File: src/rtl/seg7_scan_driver.sv
// rtl/seg7_scan_driver.sv - multiplexed N-digit seven-segment display driver
module seg7_scan_driver #(
  parameter int NUM_DIGITS   = 4,
  parameter int REFRESH_DIV  = 100000,
  parameter int BLANK_CYCLES = 1000,
  parameter int ACTIVE_LOW   = 1
) (
  input  logic                    clk,
  input  logic                    rst_n,
  input  logic [4*NUM_DIGITS-1:0] value,
  input  logic [NUM_DIGITS-1:0]   dp_in,
  input  logic [NUM_DIGITS-1:0]   blank,
  input  logic                    lz_suppress,
  output logic [6:0]              seg,
  output logic                    dp,
  output logic [NUM_DIGITS-1:0]   an,
  output logic                    frame_tick
);

  localparam int PW = (REFRESH_DIV > 1) ? $clog2(REFRESH_DIV) : 1;
  localparam int IW = (NUM_DIGITS > 1) ? $clog2(NUM_DIGITS) : 1;
  localparam logic [PW-1:0] PC_LAST  = PW'(REFRESH_DIV - 1);
  localparam logic [PW-1:0] PC_BLANK = PW'(BLANK_CYCLES);
  localparam logic [IW-1:0] IDX_LAST = IW'(NUM_DIGITS - 1);
  // All internal values are active-high; INV flips them at the pins.
  localparam logic INV = (ACTIVE_LOW != 0);

  logic [PW-1:0]           r_pc;
  logic [IW-1:0]           r_idx;
  logic [4*NUM_DIGITS-1:0] r_sh_value;
  logic [NUM_DIGITS-1:0]   r_sh_dp;
  logic [NUM_DIGITS-1:0]   r_sh_blank;
  logic                    r_sh_lz;

  logic                    w_slot_end;
  logic                    w_frame_end;
  logic [3:0]              w_nib;
  logic                    w_dp_req;
  logic                    w_blank_req;
  logic                    w_upper_zero;
  logic                    w_dark;
  logic [6:0]              w_glyph;
  logic [6:0]              w_seg_hi;
  logic                    w_dp_hi;
  logic [NUM_DIGITS-1:0]   w_an_hi;

  assign w_slot_end  = (r_pc == PC_LAST);
  assign w_frame_end = w_slot_end && (r_idx == IDX_LAST);

  // Prescaler and digit index: the slot advances when the prescaler wraps.
  always_ff @(posedge clk or negedge rst_n) begin
    if (!rst_n) begin
      r_pc  <= '0;
      r_idx <= '0;
    end else begin
      r_pc <= w_slot_end ? '0 : r_pc + 1'b1;
      if (w_slot_end) begin
        r_idx <= (r_idx == IDX_LAST) ? '0 : r_idx + 1'b1;
      end
    end
  end

  // Shadow copies load only on the last cycle of a frame so a frame never tears.
  always_ff @(posedge clk or negedge rst_n) begin
    if (!rst_n) begin
      r_sh_value <= '0;
      r_sh_dp    <= '0;
      r_sh_blank <= '0;
      r_sh_lz    <= 1'b0;
    end else if (w_frame_end) begin
      r_sh_value <= value;
      r_sh_dp    <= dp_in;
      r_sh_blank <= blank;
      r_sh_lz    <= lz_suppress;
    end
  end

  // Select the current digit and work out whether it and every higher digit are zero.
  always_comb begin
    w_nib        = 4'h0;
    w_dp_req     = 1'b0;
    w_blank_req  = 1'b0;
    w_upper_zero = 1'b1;
    w_an_hi      = '0;
    for (int k = 0; k < NUM_DIGITS; k++) begin
      if (k == int'(r_idx)) begin
        w_nib       = r_sh_value[4*k +: 4];
        w_dp_req    = r_sh_dp[k];
        w_blank_req = r_sh_blank[k];
        w_an_hi[k]  = (r_pc >= PC_BLANK);
      end
      if ((k >= int'(r_idx)) && (r_sh_value[4*k +: 4] != 4'h0)) begin
        w_upper_zero = 1'b0;
      end
    end
    w_dark = w_blank_req | (r_sh_lz & (r_idx != '0) & w_upper_zero);
  end

  // Hex glyph table, bit order gfedcba.
  always_comb begin
    w_glyph = 7'h00;
    case (w_nib)
      4'h0: w_glyph = 7'h3F;
      4'h1: w_glyph = 7'h06;
      4'h2: w_glyph = 7'h5B;
      4'h3: w_glyph = 7'h4F;
      4'h4: w_glyph = 7'h66;
      4'h5: w_glyph = 7'h6D;
      4'h6: w_glyph = 7'h7D;
      4'h7: w_glyph = 7'h07;
      4'h8: w_glyph = 7'h7F;
      4'h9: w_glyph = 7'h6F;
      4'hA: w_glyph = 7'h77;
      4'hB: w_glyph = 7'h7C;
      4'hC: w_glyph = 7'h39;
      4'hD: w_glyph = 7'h5E;
      4'hE: w_glyph = 7'h79;
      4'hF: w_glyph = 7'h71;
      default: w_glyph = 7'h00;
    endcase
    w_seg_hi = w_dark ? 7'h00 : w_glyph;
    w_dp_hi  = ~w_dark & w_dp_req;
  end

  // Output registers with pin polarity applied; frame_tick stays active-high.
  always_ff @(posedge clk or negedge rst_n) begin
    if (!rst_n) begin
      seg        <= {7{INV}};
      dp         <= INV;
      an         <= {NUM_DIGITS{INV}};
      frame_tick <= 1'b0;
    end else begin
      seg        <= w_seg_hi ^ {7{INV}};
      dp         <= w_dp_hi ^ INV;
      an         <= w_an_hi ^ {NUM_DIGITS{INV}};
      frame_tick <= w_frame_end;
    end
  end

endmodule

File: config.mk
export PLATFORM = sky130hd
export DESIGN_NAME = seg7_scan_driver
export DESIGN_NICKNAME = d
export VERILOG_FILES = /design/src/rtl/seg7_scan_driver.sv
export SDC_FILE = /design/constraint.sdc
export NUM_CORES = 1
export LEC_CHECK = 0
export BUFFER_PORTS_ARGS = -buffer_cell sky130_fd_sc_hd__buf_2
export CAP_MARGIN = 20
export CELL_PAD_IN_SITES_DETAIL_PLACEMENT = 1
export CELL_PAD_IN_SITES_GLOBAL_PLACEMENT = 2
export CORE_AREA = 2 2 91 93
export DETAILED_ROUTE_END_ITERATION = 10
export DIE_AREA = 0 0 93 95
export PLACE_DENSITY = 0.76
export SYNTH_ARGS = -nofsm -noshare
export SYNTH_HDL_FRONTEND = slang
export SYNTH_SLANG_ARGS = --single-unit
File: constraint.sdc
create_clock -name clk -period 2.8 [get_ports clk]
set_input_delay 0.14 -clock clk [delete_from_list [all_inputs] [get_ports clk]]
set_output_delay 0.14 -clock clk [all_outputs]
set_load 0.01 [all_outputs]
==> impl_metrics.tcl <==
set metrics [dict create \
    final_cells 403 \
    r2r_slack_ps 320 \
    fin_crit_sh_pct 88.7 \
    multi_input_area_um2 1350 \
    leakage_nw 1.60 \
    drv_cap 0 \
    fin_skew_ps 12.1 \
    synth_cells 245 \
    fin_ws_ps 318 \
    grt_max_degree 58 \
    cp.required_ps 3030 \
    synth_common_cells "dfrtp_1 (45), nand2_1 (22), mux2_4 (19), nor2_1 (16), ha_1 (13)" \
    hp-class "primary input to flop" \
    startpoint "r_idx[0]" \
    root_buffer "clkbuf_8" \
    antennaDiodeCount 0 \
    setup_tns_ps 0 \
    dp_cells 386 \
    grt_antenna_before_repair 0 \
    async_flop_share_pct 100 \
    first_global_vias 2056 \
    die_x_um 93 \
    core_um2 7930 \
    row_count 33 \
    cts_tree "yes" \
    synth_flop_cell "dfrtp_1" \
    track_usage_pct 16.0 \
    grt_pass1_wl_um 10700 \
    synth_most_common_cell "dfrtp_1" \
    vdd_drop_max_uv 234 \
    hold_viol_final 0 \
    io_buffers 39 \
    powerDensity_nw_per_um2 457 \
    clock_latency_ps 340 \
    crit_type "flop to flop" \
    p_sw_share_pct 22.2 \
    num-fill-cells 897 \
    power_frac_clock_pct 44.4 \
    hp-start "value[11]" \
    ys_types 45 \
    dp_hpwl_um 4520 \
    dp_slack_ps 237 \
    clock-sinks 57 \
    dr.pass1.iters 4 \
    outcome "complete, no violations" \
    syn_to_final_growth_pct 16.6 \
    via_per_inst 4.93 \
    ys_warn_count 0 \
    synth.avg_cell_area_um2 11.9 \
    clk_pin_slew_ps 70 \
    fmax_ghz 0.403 \
    die_h_um 95 \
    drt_iter0_drc 54 \
    regArea_um2 1440 \
    rsz0062_at_grt "false" \
    route.detailed.drc 0 \
    yosys-top-cells-area "dfrtp_1 (39%), dfstp_2 (11%), mux2_4 (9.8%), ha_1 (5.6%), nand2_1 (2.8%)" \
    die-area_um2 8840 \
    gr-total-overflow 0 \
    syn-num-nets 285 \
    yosysSeqAreaShare_pct 49.6 \
    synth_top_area_share_pct 38.8 \
    num_vias 1988 \
    drive_above_1_share_pct 35.6 \
    routed_wl_um 6360 \
    slew_headroom_pct 51.2 \
    p_seq_share_pct 53.3 \
    syn-cell-area_um2 2900 \
    combPwrFrac_pct 2.4 \
    p_sw_uw 343 \
    report.final.slew_viol_count 0 \
    nets 333 \
    period_minus_slack_ps 2480 \
    p_int_mw 1.20 \
    ctsHtreeMaxLevel 3 \
    ys_ff_latch 57 \
    gp_congestion 0.774 \
    synth_edf_count 0 \
    finish.utilization_pct 42.7 \
    synth_top_cell_by_area "dfrtp_1" \
    crit_path_end_kind "flop" \
    startpoint_type "flop" \
    ant_nets 0 \
    cts_made_buffers 9 \
    p_total_mw 1.55 \
    start_util_pct 36.6 \
    arrival_ps 2710 \
    r2r-start "r_idx[0]" \
    wl_per_cell_um 15.8 \
    ios 40 \
    cp_max_fo 9 \
    clock_path_buffers 2 \
    worst_pin_slew_ps 732 \
    setup_violations 0 \
]
==> through the flow <==
| stage | hold WS (ps) | cell area (um2) |
|---|---|---|
| floorplan | -156 | 2900 |
| global placement | 333 | 3200 |
| detailed placement | 349 | 3200 |
| CTS | 7.72 | 3380 |
| global route | 11.0 | 3390 |
| finish | 22.7 | 3390 |
==> power by group through the flow <==
| stage | logic [mW] | registers (mW) | clock network, mW |
|---|---|---|---|
| finish | 0.0366 | 0.825 | 0.687 |
| global route | 0.0429 | 0.824 | 0.751 |
| CTS | 0.0388 | 0.824 | 0.716 |
| detailed placement | 0.0375 | 0.839 | 0 |
| global placement | 0.0362 | 0.839 | 0 |
| floorplan | 0.000711 | 0.839 | 0 |
==> what timing repair did <==
| item | in CTS | in global routing |
|---|---|---|
| hold buffers | 1 | 0 |
| setup endpoints to repair | 0 | 2 |
| resized for setup | 0 | 1 |
| hold endpoints to repair | 45 | 0 |
| buffers inserted | 0 | 0 |
==> worst paths after layout <==
| check | to | cells past startpoint |
|---|---|---|
| max reg2reg | seg[3] | 10 |
| max | seg[3] | 10 |
| min reg2reg | r_pc[8] | 1 |
| max in group asynchronous | r_pc[15] | 3 |
| min | r_sh_value[11] | 2 |
| min in group asynchronous | r_sh_value[0] | 3 |
==> worst max-delay path, stage by stage (launching register included) <==
cell	delay (ps)
dfrtp_1	410
inv_1	130
ha_1	340
or3b_2	470
o21ai_0	110
a31oi_2	120
inv_1	190
ha_1	270
a21oi_1	130
a22o_1	140
nand2_1	60
==> area by class of cell <==
type	count	area share, %
flip-flops and latches	57	42.6
multi-input cells	169	39.9
repair buffers	46	7.39
clock buffers	13	4.69
well taps	105	3.88
inverters	10	1.11
clock inverters	3	0.443
==> cell usage in the layout, fill, tap and decap left out, types with 2 or more instances in the layout <==
master,synthesis,layout
nor4_1,2,2
mux2_4,19,19
o21ai_0,7,7
a31oi_1,3,2
nand4_1,2,2
a21oi_1,7,7
xnor2_1,7,7
nand2_1,22,22
nand2b_1,3,3
dfrtp_1,45,45
dfstp_2,12,12
nor2b_1,4,4
mux2i_1,3,3
clkbuf_1,4,2
clkinv_2,0,3
o221ai_1,3,3
inv_1,10,10
ha_1,13,13
o211ai_1,3,3
buf_2,2,39
xor2_1,6,6
nor3_1,3,3
and4_1,3,3
nand3_1,8,8
o22ai_1,3,3
or3_1,2,2
nor2_1,16,16
nand3b_1,7,7
nor3b_1,2,2
clkbuf_8,0,11
mux2_2,7,7
buf_4,0,6
==> flip-flops by register name, summed over array words and instances (netlist names), 2 cells and up <==
register	cells
seg	7
r_pc	17
r_sh_dp	4
an	4
r_sh_value	16
r_sh_blank	4
r_idx	2
==> logic make-up (layout without fill, tap and decap cells) <==
group           Yosys count  after routing  share of synthesized area [%]
simple gates             83             83                           16.0
flops                    57             57                           49.6
compound gates           31             31                           7.20
mux                      29             29                           13.6
buf+inv                  19             72                           4.05
fa+ha+maj                13             13                           5.60
xor+xnor                 13             13                           3.92
==> per-layer routing <==
metal | track usage [%] | wire [um] | vias up
li1 | - | - | 960
met3 | 4.39 | 234 | 7
met5 | 0 | 0 | -
met2 | 23.7 | 2850 | 33
met4 | 5.88 | 75 | 0
met1 | 22.4 | 3200 | 988
No activity file was read; power rests on OpenSTA's default activity.
